**config.mk**
```make
export PLATFORM = sky130hd
export DESIGN_NAME = game_ctrl_flat
export DESIGN_NICKNAME = d
export VERILOG_FILES = /design/src/rtl/game_ctrl_if.sv /design/src/rtl/game_ctrl.sv /design/src/flat_wrapper.sv
export SDC_FILE = /design/constraint.sdc
export NUM_CORES = 1
export LEC_CHECK = 0
export ABC_AREA = 1
export CAP_MARGIN = 20
export CORE_AREA = 5 5 88 90
export CTS_CLUSTER_SIZE = 14
export DETAILED_ROUTE_END_ITERATION = 16
export DIE_AREA = 0 0 93 95
export GPL_TIMING_DRIVEN = 0
export REMOVE_ABC_BUFFERS = 1
export SLEW_MARGIN = 30
export SYNTH_ARGS = -nofsm -noshare
export SYNTH_HDL_FRONTEND = slang
export SYNTH_SLANG_ARGS = --single-unit
```
**constraint.sdc**
```tcl
create_clock -name clk -period 2.95 [get_ports clk]
set_input_delay 0.4425 -clock clk [delete_from_list [all_inputs] [get_ports clk]]
set_output_delay 0.4425 -clock clk [all_outputs]
set_load 0.05 [all_outputs]
```
**src/rtl/game_ctrl_if.sv**
```systemverilog
// game_ctrl_if -- bundle between game_ctrl and the rest of the game:
// per-frame/per-tick strobes and gameplay indications in, state and
// display selects out. The controller uses the slave view.
interface game_ctrl_if;
   logic       tick;
   logic       frame_start;
   logic       enter;
   logic [3:0] health;
   logic       ep_boom;
   logic       boss_boom;
   logic [1:0] state;
   logic       play_en;
   logic       end_en;
   logic       boss_en;
   logic       game_rst;
   logic       enemy_spawn;
   logic [7:0] score;
   logic       win;
   logic       paused;

   modport master (
      output tick, frame_start, enter, health, ep_boom, boss_boom,
      input  state, play_en, end_en, boss_en, game_rst, enemy_spawn, score, win, paused
   );

   modport slave (
      input  tick, frame_start, enter, health, ep_boom, boss_boom,
      output state, play_en, end_en, boss_en, game_rst, enemy_spawn, score, win, paused
   );
endinterface

```
**src/rtl/game_ctrl.sv**
```systemverilog
// game_ctrl -- top-level game sequencer: IDLE -> PLAY -> BOSS -> OVER.
// Counts kills and score, times enemy respawn and the end-screen hold,
// and drives frame-aligned display selects.
// Optional feature: define GAME_CTRL_PAUSE_EN to let enter toggle a pause
// during PLAY/BOSS; without it paused is tied to 0.
module game_ctrl #(
   parameter int KILLS_TO_BOSS  = 8,
   parameter int RESPAWN_TICKS  = 100,
   parameter int END_HOLD_TICKS = 300
) (
   input logic        clk,
   input logic        rst,
   game_ctrl_if.slave bus
);
   localparam int KW = $clog2(KILLS_TO_BOSS + 1);
   localparam int RW = $clog2(RESPAWN_TICKS + 1);
   localparam int HW = $clog2(END_HOLD_TICKS + 1);
   localparam logic [KW-1:0] KILL_LAST    = KW'(KILLS_TO_BOSS - 1);
   localparam logic [RW-1:0] RESPAWN_LOAD = RW'(RESPAWN_TICKS);
   localparam logic [HW-1:0] HOLD_MAX     = HW'(END_HOLD_TICKS);

   typedef enum logic [1:0] {IDLE = 2'b00, PLAY = 2'b01, BOSS = 2'b10, OVER = 2'b11} state_t;

   state_t        state_q, state_d;
   logic          enter_q, ep_q, boss_q;
   logic          enter_rise, ep_rise, boss_rise;
   logic          active, tick_ev, ep_ev, boss_ev, health_zero, score_inc;
   logic          start_game, win_d, win_q, paused_q;
   logic [KW-1:0] kill_q;
   logic [RW-1:0] resp_q;
   logic          resp_armed;
   logic [HW-1:0] hold_q;
   logic [7:0]    score_q;
   logic          game_rst_q, spawn_q, play_en_q, end_en_q, boss_en_q;

   // Edges are current level against last cycle's level; history resets to 1
   // so an input already held high at reset is not seen as an edge.
   assign enter_rise  = bus.enter & ~enter_q;
   assign ep_rise     = bus.ep_boom & ~ep_q;
   assign boss_rise   = bus.boss_boom & ~boss_q;
   assign health_zero = (bus.health == 4'd0);

   // While paused only health==0 and the unpausing enter get through.
   assign tick_ev   = bus.tick & active;
   assign ep_ev     = ep_rise & active;
   assign boss_ev   = boss_rise & active;
   assign score_inc = (state_q == PLAY && ep_ev) || (state_q == BOSS && boss_ev);

`ifdef GAME_CTRL_PAUSE_EN
   assign active = ~paused_q;

   // Pause toggles on enter in PLAY/BOSS; any start or end of a game clears it.
   always_ff @(posedge clk) begin
      if (rst)
         paused_q <= 1'b0;
      else if (start_game || state_d == OVER)
         paused_q <= 1'b0;
      else if (enter_rise && (state_q == PLAY || state_q == BOSS))
         paused_q <= ~paused_q;
   end
`else
   assign active   = 1'b1;
   assign paused_q = 1'b0;
`endif

   // State register.
   always_ff @(posedge clk) begin
      // NOTE: sequential state uses non-blocking assignment so every flop
      // samples pre-edge values regardless of statement order.
      if (rst) begin
         state_q <= IDLE;
         win_q   <= 1'b0;
      end else begin
         state_q <= state_d;
         win_q   <= win_d;
      end
   end

   // Next-state logic: health==0 always beats a simultaneous kill or boss hit.
   always_comb begin
      // NOTE: defaults first so no branch leaves a signal unassigned (no latch).
      state_d    = state_q;
      start_game = 1'b0;
      win_d      = win_q;
      case (state_q)
         IDLE: if (enter_rise) begin
            state_d    = PLAY;
            start_game = 1'b1;
            win_d      = 1'b0;
         end
         PLAY: if (health_zero) begin
            state_d = OVER;
            win_d   = 1'b0;
         end else if (ep_ev && kill_q == KILL_LAST) begin
            state_d = BOSS;
         end
         BOSS: if (health_zero) begin
            state_d = OVER;
            win_d   = 1'b0;
         end else if (boss_ev) begin
            state_d = OVER;
            win_d   = 1'b1;
         end
         OVER: if (enter_rise && hold_q == HOLD_MAX) state_d = IDLE;
         default: state_d = IDLE;
      endcase
   end

   // Edge history, score, kill count, end-screen hold counter, restart pulse.
   always_ff @(posedge clk) begin
      if (rst) begin
         enter_q    <= 1'b1;
         ep_q       <= 1'b1;
         boss_q     <= 1'b1;
         score_q    <= 8'd0;
         kill_q     <= '0;
         hold_q     <= '0;
         game_rst_q <= 1'b0;
      end else begin
         enter_q    <= bus.enter;
         ep_q       <= bus.ep_boom;
         boss_q     <= bus.boss_boom;
         game_rst_q <= start_game;
         if (start_game) begin
            score_q <= 8'd0;
            kill_q  <= '0;
         end else begin
            if (score_inc && score_q != 8'hFF) score_q <= score_q + 8'd1;
            if (state_q == PLAY && ep_ev) kill_q <= kill_q + KW'(1);
         end
         if (state_q != OVER)
            hold_q <= '0;
         else if (tick_ev && hold_q != HOLD_MAX)
            hold_q <= hold_q + HW'(1);
      end
   end

   // Respawn timer: a kill (re)loads it, ticks count it down, and the spawn
   // pulse follows one clk after it empties. Leaving PLAY drops it silently.
   always_ff @(posedge clk) begin
      if (rst || state_q != PLAY || state_d != PLAY) begin
         resp_q     <= '0;
         resp_armed <= 1'b0;
         spawn_q    <= 1'b0;
      end else if (ep_ev) begin
         resp_q     <= RESPAWN_LOAD;
         resp_armed <= 1'b1;
         spawn_q    <= 1'b0;
      end else if (resp_armed && resp_q == '0 && active) begin
         resp_armed <= 1'b0;
         spawn_q    <= 1'b1;
      end else begin
         spawn_q <= 1'b0;
         if (tick_ev && resp_q != '0) resp_q <= resp_q - RW'(1);
      end
   end

   // Display selects change only at frame start so a frame never tears.
   always_ff @(posedge clk) begin
      if (rst) begin
         play_en_q <= 1'b0;
         end_en_q  <= 1'b0;
         boss_en_q <= 1'b0;
      end else if (bus.frame_start) begin
         play_en_q <= (state_q == PLAY) || (state_q == BOSS);
         end_en_q  <= (state_q == OVER);
         boss_en_q <= (state_q == BOSS);
      end
   end

   assign bus.state       = state_q;
   assign bus.play_en     = play_en_q;
   assign bus.end_en      = end_en_q;
   assign bus.boss_en     = boss_en_q;
   assign bus.game_rst    = game_rst_q;
   assign bus.enemy_spawn = spawn_q;
   assign bus.score       = score_q;
   assign bus.win         = win_q;
   assign bus.paused      = paused_q;
endmodule
```
**src/flat_wrapper.sv**
```systemverilog
// flat-port wrapper written by rule: the top's interface ports become plain ports
module game_ctrl_flat 
#(
   parameter int KILLS_TO_BOSS  = 8,
   parameter int RESPAWN_TICKS  = 100,
   parameter int END_HOLD_TICKS = 300
)
  (clk, rst, bus_tick, bus_frame_start, bus_enter, bus_health, bus_ep_boom, bus_boss_boom, bus_state, bus_play_en, bus_end_en, bus_boss_en, bus_game_rst, bus_enemy_spawn, bus_score, bus_win, bus_paused);
  game_ctrl_if bus_i ();
  input logic clk;
  input logic rst;
  input wire logic [$bits(bus_i.tick)-1:0] bus_tick;
  input wire logic [$bits(bus_i.frame_start)-1:0] bus_frame_start;
  input wire logic [$bits(bus_i.enter)-1:0] bus_enter;
  input wire logic [$bits(bus_i.health)-1:0] bus_health;
  input wire logic [$bits(bus_i.ep_boom)-1:0] bus_ep_boom;
  input wire logic [$bits(bus_i.boss_boom)-1:0] bus_boss_boom;
  output wire logic [$bits(bus_i.state)-1:0] bus_state;
  output wire logic [$bits(bus_i.play_en)-1:0] bus_play_en;
  output wire logic [$bits(bus_i.end_en)-1:0] bus_end_en;
  output wire logic [$bits(bus_i.boss_en)-1:0] bus_boss_en;
  output wire logic [$bits(bus_i.game_rst)-1:0] bus_game_rst;
  output wire logic [$bits(bus_i.enemy_spawn)-1:0] bus_enemy_spawn;
  output wire logic [$bits(bus_i.score)-1:0] bus_score;
  output wire logic [$bits(bus_i.win)-1:0] bus_win;
  output wire logic [$bits(bus_i.paused)-1:0] bus_paused;
  assign bus_i.tick = bus_tick;
  assign bus_i.frame_start = bus_frame_start;
  assign bus_i.enter = bus_enter;
  assign bus_i.health = bus_health;
  assign bus_i.ep_boom = bus_ep_boom;
  assign bus_i.boss_boom = bus_boss_boom;
  assign bus_state = bus_i.state;
  assign bus_play_en = bus_i.play_en;
  assign bus_end_en = bus_i.end_en;
  assign bus_boss_en = bus_i.boss_en;
  assign bus_game_rst = bus_i.game_rst;
  assign bus_enemy_spawn = bus_i.enemy_spawn;
  assign bus_score = bus_i.score;
  assign bus_win = bus_i.win;
  assign bus_paused = bus_i.paused;
  game_ctrl #(.KILLS_TO_BOSS(KILLS_TO_BOSS), .RESPAWN_TICKS(RESPAWN_TICKS), .END_HOLD_TICKS(END_HOLD_TICKS)) u_core (.clk(clk), .rst(rst), .bus(bus_i));
endmodule
```
==> metrics.cfg, run 1 <==
[clock_tree]
worstSkewPairLatency_ns=0.29
cts_buffer_depth=2
post_cts_buffers=0
path_clk_slew_ns=0.07
htreeDepth=2
cts_root_buf=clkbuf_8
numCtsBuffers=5
cts-resized-gates=0
ctsHoldBuffers=0
cts.sinks=40
cts_tree=done

[floorplan]
initial_core_util=0.286
die_h_um=95
fp.dieArea_um2=8840
ioPinCount=28
coreArea_um2=6980
die_x_um=93
placementRows=31

[final_layout]
layout_common_cells=nand2_1 (43), inv_1 (42), dfxtp_1 (40), nor2_1 (30), a21oi_1 (27)
fillers=729
seqCellArea_um2=801
layout_commonest_cell=nand2_1
area_growth_pct=21.8
multiInputGateArea_um2=1020
drive_gt1_frac=0.0559
final_nets=324
diodes=0

[yosys]
synth_seq_area_share=0.401
yosysWarnings=0
syn_inst=273
mappedNetlistArea_um2=2000
post_synth.cell_area_avg_um2=7.31
synth_cell_types=32
ys_ff_latch=40

[route]
vias=1735
dr.pass1.iters=4
drt_wl_total_um=4050
viasPerCell=4.49
drtIter0Drc=59
final_antenna_net_count=0
wl_per_cell_um=10.5
drc=0

[pwr]
leakage_uw=0.000967
p_per_area_nw_per_um2=433
peakVddDrop_mv=0.264

[timing]
max_slew.worst_pin.slew_ns=0.733
timing.final.crit_share=0.722
hold_viol=0
slew_violations=0
rsz0062_at_grt=no
hold_ws_ns=0.462
timing.setup.tns_ns=0
fin_skew_ns=0.00387
max_slew_margin=0.508
setup_viol=0
fmax_ghz=0.469
period_needed_ns=2.13

[global_routing]
grt_max_degree=13
met2_usage=0.161
busiest_layer=met2
antenna_found_initial=0
grt_pass1_wl_um=7310
grt.total_usage=0.100
grt-ovfl-total=0
met3_usage=0.0279
grtUsageMet1=0.129
grt_pass1_vias=1656

[critical_path]
cpMostUsedCell=inv_1
critPathArrivalTime_ns=2.31
worstSetupEndpointType=flop
cp_max_fo=8
path_cells=clkdlybuf4s50_1 > inv_1 > nor2_1 > inv_1 > o21ai_1 > inv_1 > and3_1
critPathMaxStageDelay_ns=0.59
cp-start-kind=input pin
crit_required_ns=3.13
path_class=input pin to flop
slowest_stage=o21ai_1

[outcome]
status=complete, no violations

[placement]
dpl.hpwl_um=3080
routabilityCongestion=0.779
io_buffers=26

[run]
max_cap_viol_count=0

[min_path]
worstHoldPathType=flop to flop

[sequential cells by signal, summed over array words and instances (netlist names), 2 cells and up]
| signal | cells |
|---|---|
| u_core.resp_q | 7 |
| u_core.hold_q | 9 |
| u_core.kill_q | 4 |
| u_core.bus.state | 2 |
| u_core.bus.score | 8 |
[power breakdown]
| group | total, uW | leakage (uW) | switching (uW) | internal [uW] |
|---|---|---|---|---|
| clock network | 376 | 0.0000455 | 185 | 191 |
| registers | 557 | 0.000324 | 8.64 | 548 |
| logic | 121 | 0.000597 | 78.2 | 43.3 |
[path summary, 6_finish.rpt]
check	startpoint	depth (start not counted)	slack (ns)	to
max reg2reg	u_core.bus.state[0]$_SDFF_PP0_	6	1.01	u_core.kill_q[2]$_SDFFE_PP0P_
min	u_core.bus.win$_SDFFE_PP0P_	2	0.46	u_core.bus.win$_SDFFE_PP0P_
min reg2reg	u_core.bus.win$_SDFFE_PP0P_	2	0.46	u_core.bus.win$_SDFFE_PP0P_
max	bus_enter	7	0.82	u_core.kill_q[2]$_SDFFE_PP0P_
[layer usage]
layer,share of wire,vias to the layer above
met1,0.49,768
met2,0.46,25
li1,-,937
met3,0.040,5
met5,0,-
met4,0.013,0
[cell type report]
| cell class | instances | area share |
|---|---|---|
| Multi-Input combinational cell | 188 | 0.420 |
| Timing Repair Buffer | 26 | 0.107 |
| Inverter | 42 | 0.0648 |
| Clock buffer | 8 | 0.0370 |
| Tap cell | 82 | 0.0422 |
| Sequential cell | 40 | 0.329 |
[synth_stat cells]
master	count	area, um^2
a211oi_1	1	7.51
inv_1	42	158
or2_1	1	6.26
xnor2_1	1	8.76
and3_1	2	12.5
nor2_8	1	20.0
a21oi_1	27	135
nor2_1	30	113
xor2_1	4	35.0
a31oi_1	1	6.26
nand3b_1	2	15.0
buf_2	2	10.0
nor4_1	1	6.26
nand3_1	20	100
o21ai_1	1	5.00
nand2_4	2	22.5
o21ai_2	1	8.76
ha_1	10	125
nor3_1	8	40.0
nor3b_1	3	22.5
a31o_2	1	8.76
o21bai_1	1	7.51
nand4_1	2	12.5
dfxtp_1	40	801
nor2_4	1	11.3
nand2_2	2	12.5
buf_4	1	7.51
or2_2	3	18.8
nand2_1	43	161
o21a_1	2	15.0
conb_1	1	3.75
o21ai_0	16	80.1
[metrics by stage]
| stage | util | std cells | power [uW] | cell area (um^2) | worst slack, ns |
|---|---|---|---|---|---|
| after floorplan | - | 270 | 648 | 1980 | 1.02 |
| after global placement | 0.335 | 378 | 691 | 2340 | 0.531 |
| after detailed placement | 0.335 | 378 | 692 | 2340 | 0.527 |
| after CTS | 0.348 | 386 | 1070 | 2430 | 0.824 |
| after global routing | 0.348 | 386 | 1100 | 2430 | 0.697 |
| final | 0.348 | 386 | 1050 | 2430 | 0.819 |
[critical path, delay by kind of cell]
kind / cells / cell delay (ns)
AND/OR/NAND/NOR: 2 / 0.42
buffers and inverters: 4 / 0.85
AO/OA/AOI/OAI: 1 / 0.59
[kinds of logic (layout without fill, tap and decap cells)]
logic type                 Yosys count  after routing  share of synthesized area
AOI/OAI and AO/OA                   51             51                      0.137
xor gates and xnor gates             5              5                     0.0219
adders and majority gates           10             10                     0.0627
buffers and inverters               45             76                     0.0877
DFF                                 40             40                      0.401
other                                1              1                    0.00188
and+or+nand+nor                    121            121                      0.288
No activity file was read; power rests on OpenSTA's default activity.
==> run 2, diff against run 1 <==
==> constraint.sdc (replaced) <==
create_clock -name clk -period 2 [get_ports clk]
set_input_delay 0.3 -clock clk [delete_from_list [all_inputs] [get_ports clk]]
set_output_delay 0.3 -clock clk [all_outputs]
set_load 0.05 [all_outputs]
==> metrics.cfg, run 2 (synthesis gave the netlist of run 1 again) <==
[clock_tree]
cts_buffer_depth=2
cts-resized-gates=0
worstSkewPairLatency_ns=0.29
cts_tree=done
numCtsBuffers=5
cts.sinks=40
cts_root_buf=clkbuf_8
htreeDepth=2
post_cts_buffers=0
ctsHoldBuffers=0
path_clk_slew_ns=0.07

[floorplan]
die_x_um=93
ioPinCount=28
coreArea_um2=6980
placementRows=31
die_h_um=95
fp.dieArea_um2=8840
initial_core_util=0.286

[critical_path]
cp-start-kind=flop
cp_max_fo=7
worstSetupEndpointType=output port
critPathTopFamily=buffers and inverters
critPathArrivalTime_ns=1.64
path_buf_inv=1
path_class=flop to output port
path_cells=clkdlybuf4s50_1
crit_required_ns=1.70
slowest_stage=clkdlybuf4s50_1
critPathMaxStageDelay_ns=0.87

[pwr]
power_frac_clock=0.358
swShare=0.261
p_int_uw=1150
p_per_area_nw_per_um2=640
p_sw_uw=407
peakVddDrop_mv=0.389
pwr-share-seq=0.526
combinationalPowerShare=0.116
leakage_uw=0.000986

[final_layout]
layout_common_cells=nand2_1 (43), inv_1 (42), dfxtp_1 (40), nor2_1 (30), a21oi_1 (27)
diodes=0
largest_reg_flops=9
layout_commonest_cell=nand2_1
fin_util=0.349
finish.instance_area_um2=2440
fin_cells=386
drive_gt1_frac=0.0592
top_register=u_core.hold_q
final_nets=324
area_growth_pct=22.1

[timing]
period_needed_ns=1.94
hold_ws_ns=0.462
fin_skew_ns=0.00395
max_slew.worst_pin.slew_ns=0.516
setup_viol=0
fmax_ghz=0.516
rsz0062_at_grt=no
hold_viol=0
slew_violations=0
timing.setup.tns_ns=0
timing.final.crit_share=0.970
max_slew_margin=0.655

[global_routing]
antenna_found_initial=0
grt_pass1_wl_um=7310
grt.total_usage=0.100
grt-ovfl-total=0
grt_max_degree=13
grt_pass1_vias=1656

[route]
drc=0
viasPerCell=4.56
dr.pass1.iters=4
wl_per_cell_um=10.5
final_antenna_net_count=0
drt_wl_total_um=4060
drtIter0Drc=50
vias=1760

[min_path]
worstHoldPathType=flop to flop

[placement]
io_buffers=26
postPlaceCellArea_um2=2340
dpl.hpwl_um=3080
dp_cells=378
routabilityCongestion=0.779

[outcome]
status=complete, no violations

[run]
max_cap_viol_count=0

==> run 2: changes by cell type in the layout (fill, tap and decap cells not counted) <==
cell and change:
o21ai_1 -1, o21ai_2 +1, clkdlybuf4s50_1 -1, dlymetal6s2s_1 +1
==> run 2: final timing paths <==
| kind | endpoint | depth (start not counted) | startpoint | slack (ns) |
|---|---|---|---|---|
| max | bus_state[0] | 1 | u_core.bus.state[0]$_SDFF_PP0_ | 0.06 |
| min | u_core.bus.win$_SDFFE_PP0P_ | 2 | u_core.bus.win$_SDFFE_PP0P_ | 0.46 |
| max reg2reg | u_core.bus.score[5]$_SDFFE_PP0P_ | 8 | u_core.bus.state[0]$_SDFF_PP0_ | 0.18 |
| min reg2reg | u_core.bus.win$_SDFFE_PP0P_ | 2 | u_core.bus.win$_SDFFE_PP0P_ | 0.46 |
==> run 2: power groups by stage <==
stage | Combinational [uW] | Clock (uW) | Sequential [uW]
floorplan | 88.9 | 0 | 867
global placement | 178 | 0 | 840
detailed placement | 179 | 0 | 841
CTS | 180 | 579 | 822
global route | 202 | 600 | 824
finish | 181 | 559 | 822
==> run 2: per-stage QoR <==
stage,setup slack [ns],total power (uW)
final,0.0609,1560
after global routing,0.00351,1630
after CTS,0.0169,1580
after detailed placement,-0.280,1020
after global placement,-0.276,1020
after floorplan,0.0658,955
==> run 2: area by class of cell <==
cell class / count / area [um^2]
Timing Repair Buffer: 26 / 263
Fill cell: 727 / 4540
Sequential cell: 40 / 801
Clock buffer: 8 / 90.1
Tap cell: 82 / 103
Multi-Input combinational cell: 188 / 1020
Inverter: 42 / 158
==> run 2: layer usage <==
metal | global-route usage | wire [um]
met1 | 0.129 | 1970
met2 | 0.161 | 1850
met3 | 0.0279 | 190
met4 | 0.0354 | 53
met5 | 0 | 0
==> run 3, diff against run 2 <==
--- a/config.mk
+++ b/config.mk
@@ -7,10 +7,10 @@
 export LEC_CHECK = 0
 export ABC_AREA = 1
 export CAP_MARGIN = 20
-export CORE_AREA = 5 5 88 90
+export CORE_AREA = 2 2 85 87
 export CTS_CLUSTER_SIZE = 14
 export DETAILED_ROUTE_END_ITERATION = 16
-export DIE_AREA = 0 0 93 95
+export DIE_AREA = 0 0 87 89
 export GPL_TIMING_DRIVEN = 0
 export REMOVE_ABC_BUFFERS = 1
 export SLEW_MARGIN = 30
==> metrics.cfg, run 3 (synthesis gave the netlist of run 1 again) <==
[final_layout]
fillers=686
area_growth_pct=23.8
drive_gt1_frac=0.0691
multiInputGateArea_um2=1030
layout_common_cells=nand2_1 (43), inv_1 (42), dfxtp_1 (40), nor2_1 (30), a21oi_1 (27)
fin_util=0.368
layout_commonest_cell=nand2_1
finish.instance_area_um2=2470
largest_reg_flops=9
final_nets=324
top_register=u_core.hold_q
seqCellArea_um2=801
diodes=0

[clock_tree]
cts_tree=done
path_clk_slew_ns=0.08
cts_buffer_depth=2
cts_root_buf=clkbuf_8
htreeDepth=2
numCtsBuffers=5
post_cts_buffers=0
cts.sinks=40
worstSkewPairLatency_ns=0.30

[critical_path]
cp_max_fo=7
critPathMaxStageDelay_ns=0.87
r2r_setup_slack_ns=0.18
slowest_stage=clkdlybuf4s50_1
path_cells=clkdlybuf4s50_1
worstSetupEndpointType=output port
crit_required_ns=1.70
path_class=flop to output port
path_buf_inv=1
critPathArrivalTime_ns=1.65
critPathTopFamily=buffers and inverters
cp-start-kind=flop

[timing]
max_slew.worst_pin.slew_ns=0.505
setup_viol=0
hold_viol=0
period_needed_ns=1.95
fin_skew_ns=0.00839
rsz0062_at_grt=no
hold_ws_ns=0.465
slew_violations=0
max_slew_margin=0.662
timing.final.crit_share=0.975
fmax_ghz=0.513

[run]
max_cap_viol_count=0

[global_routing]
grt_max_degree=13
antenna_found_initial=0
grt_pass1_vias=1601
grt_pass1_wl_um=6770
grt-ovfl-total=0
grt.total_usage=0.109

[floorplan]
die_h_um=89
die_x_um=87
placementRows=30
ioPinCount=28
initial_core_util=0.297
fp.dieArea_um2=7740
coreArea_um2=6720

[placement]
postPlaceCellArea_um2=2340
dpl.hpwl_um=3070
routabilityCongestion=0.803
io_buffers=26

[outcome]
status=complete, no violations

[route]
viasPerCell=4.63
final_antenna_net_count=0
drc=0
dr.pass1.iters=4
drtIter0Drc=39
drt_wl_total_um=4110
vias=1777
wl_per_cell_um=10.7

[pwr]
leakage_uw=0.000986
p_per_area_nw_per_um2=707
peakVddDrop_mv=0.287

[min_path]
worstHoldPathType=flop to flop

## run 3: what timing repair did
item | 4_1_cts | 5_1_grt
gates resized for setup | 0 | 2
hold buffers | 0 | 0
setup endpoints to repair | 0 | 7
## run 3: tightest hold or removal path: stages (launching register included)
cell and delay, ns:
dfxtp_1 0.32, nand2_1 0.06, a21oi_1 0.05
## run 3: per-layer routing
layer / vias up / wire, um / track usage
met2: 23 / 1860 / 0.176
met4: 0 / 76 / 0.0469
met3: 10 / 112 / 0.0249
met1: 801 / 2060 / 0.140
met5: - / 0 / 0
li1: 943 / - / -
## run 3: path summary, 6_finish.rpt
check,cells after the start,start,end
min,2,u_core.bus.win$_SDFFE_PP0P_,u_core.bus.win$_SDFFE_PP0P_
max,1,u_core.bus.state[0]$_SDFF_PP0_,bus_state[0]
max reg2reg,9,u_core.bus.state[0]$_SDFF_PP0_,u_core.bus.score[4]$_SDFFE_PP0P_
min reg2reg,2,u_core.bus.win$_SDFFE_PP0P_,u_core.bus.win$_SDFFE_PP0P_
## run 3: metrics by stage
step	cells	worst slack (ns)	power [uW]	setup TNS, ns
floorplan	270	0.0658	955	0
global placement	376	-0.236	1020	-0.984
detailed placement	376	-0.216	1020	-0.925
CTS	384	0.0337	1760	0
global route	384	0.00461	1810	0
finish	384	0.0501	1750	0
## run 3: area by class of cell
class,instances,share of cell area
sequential,40,0.324
timing repair buffer,26,0.105
tap,80,0.0405
multi-input combinational,188,0.415
clock buffer,7,0.0390
inverter,42,0.0638
clock inverter,1,0.0121
## run 3: report_power, final
group | switching (uW) | leakage, uW | internal [uW]
Combinational | 117 | 0.000597 | 65.3
Sequential | 13.2 | 0.000324 | 809
Clock | 302 | 0.0000645 | 441
Total | 433 | 0.000986 | 1310
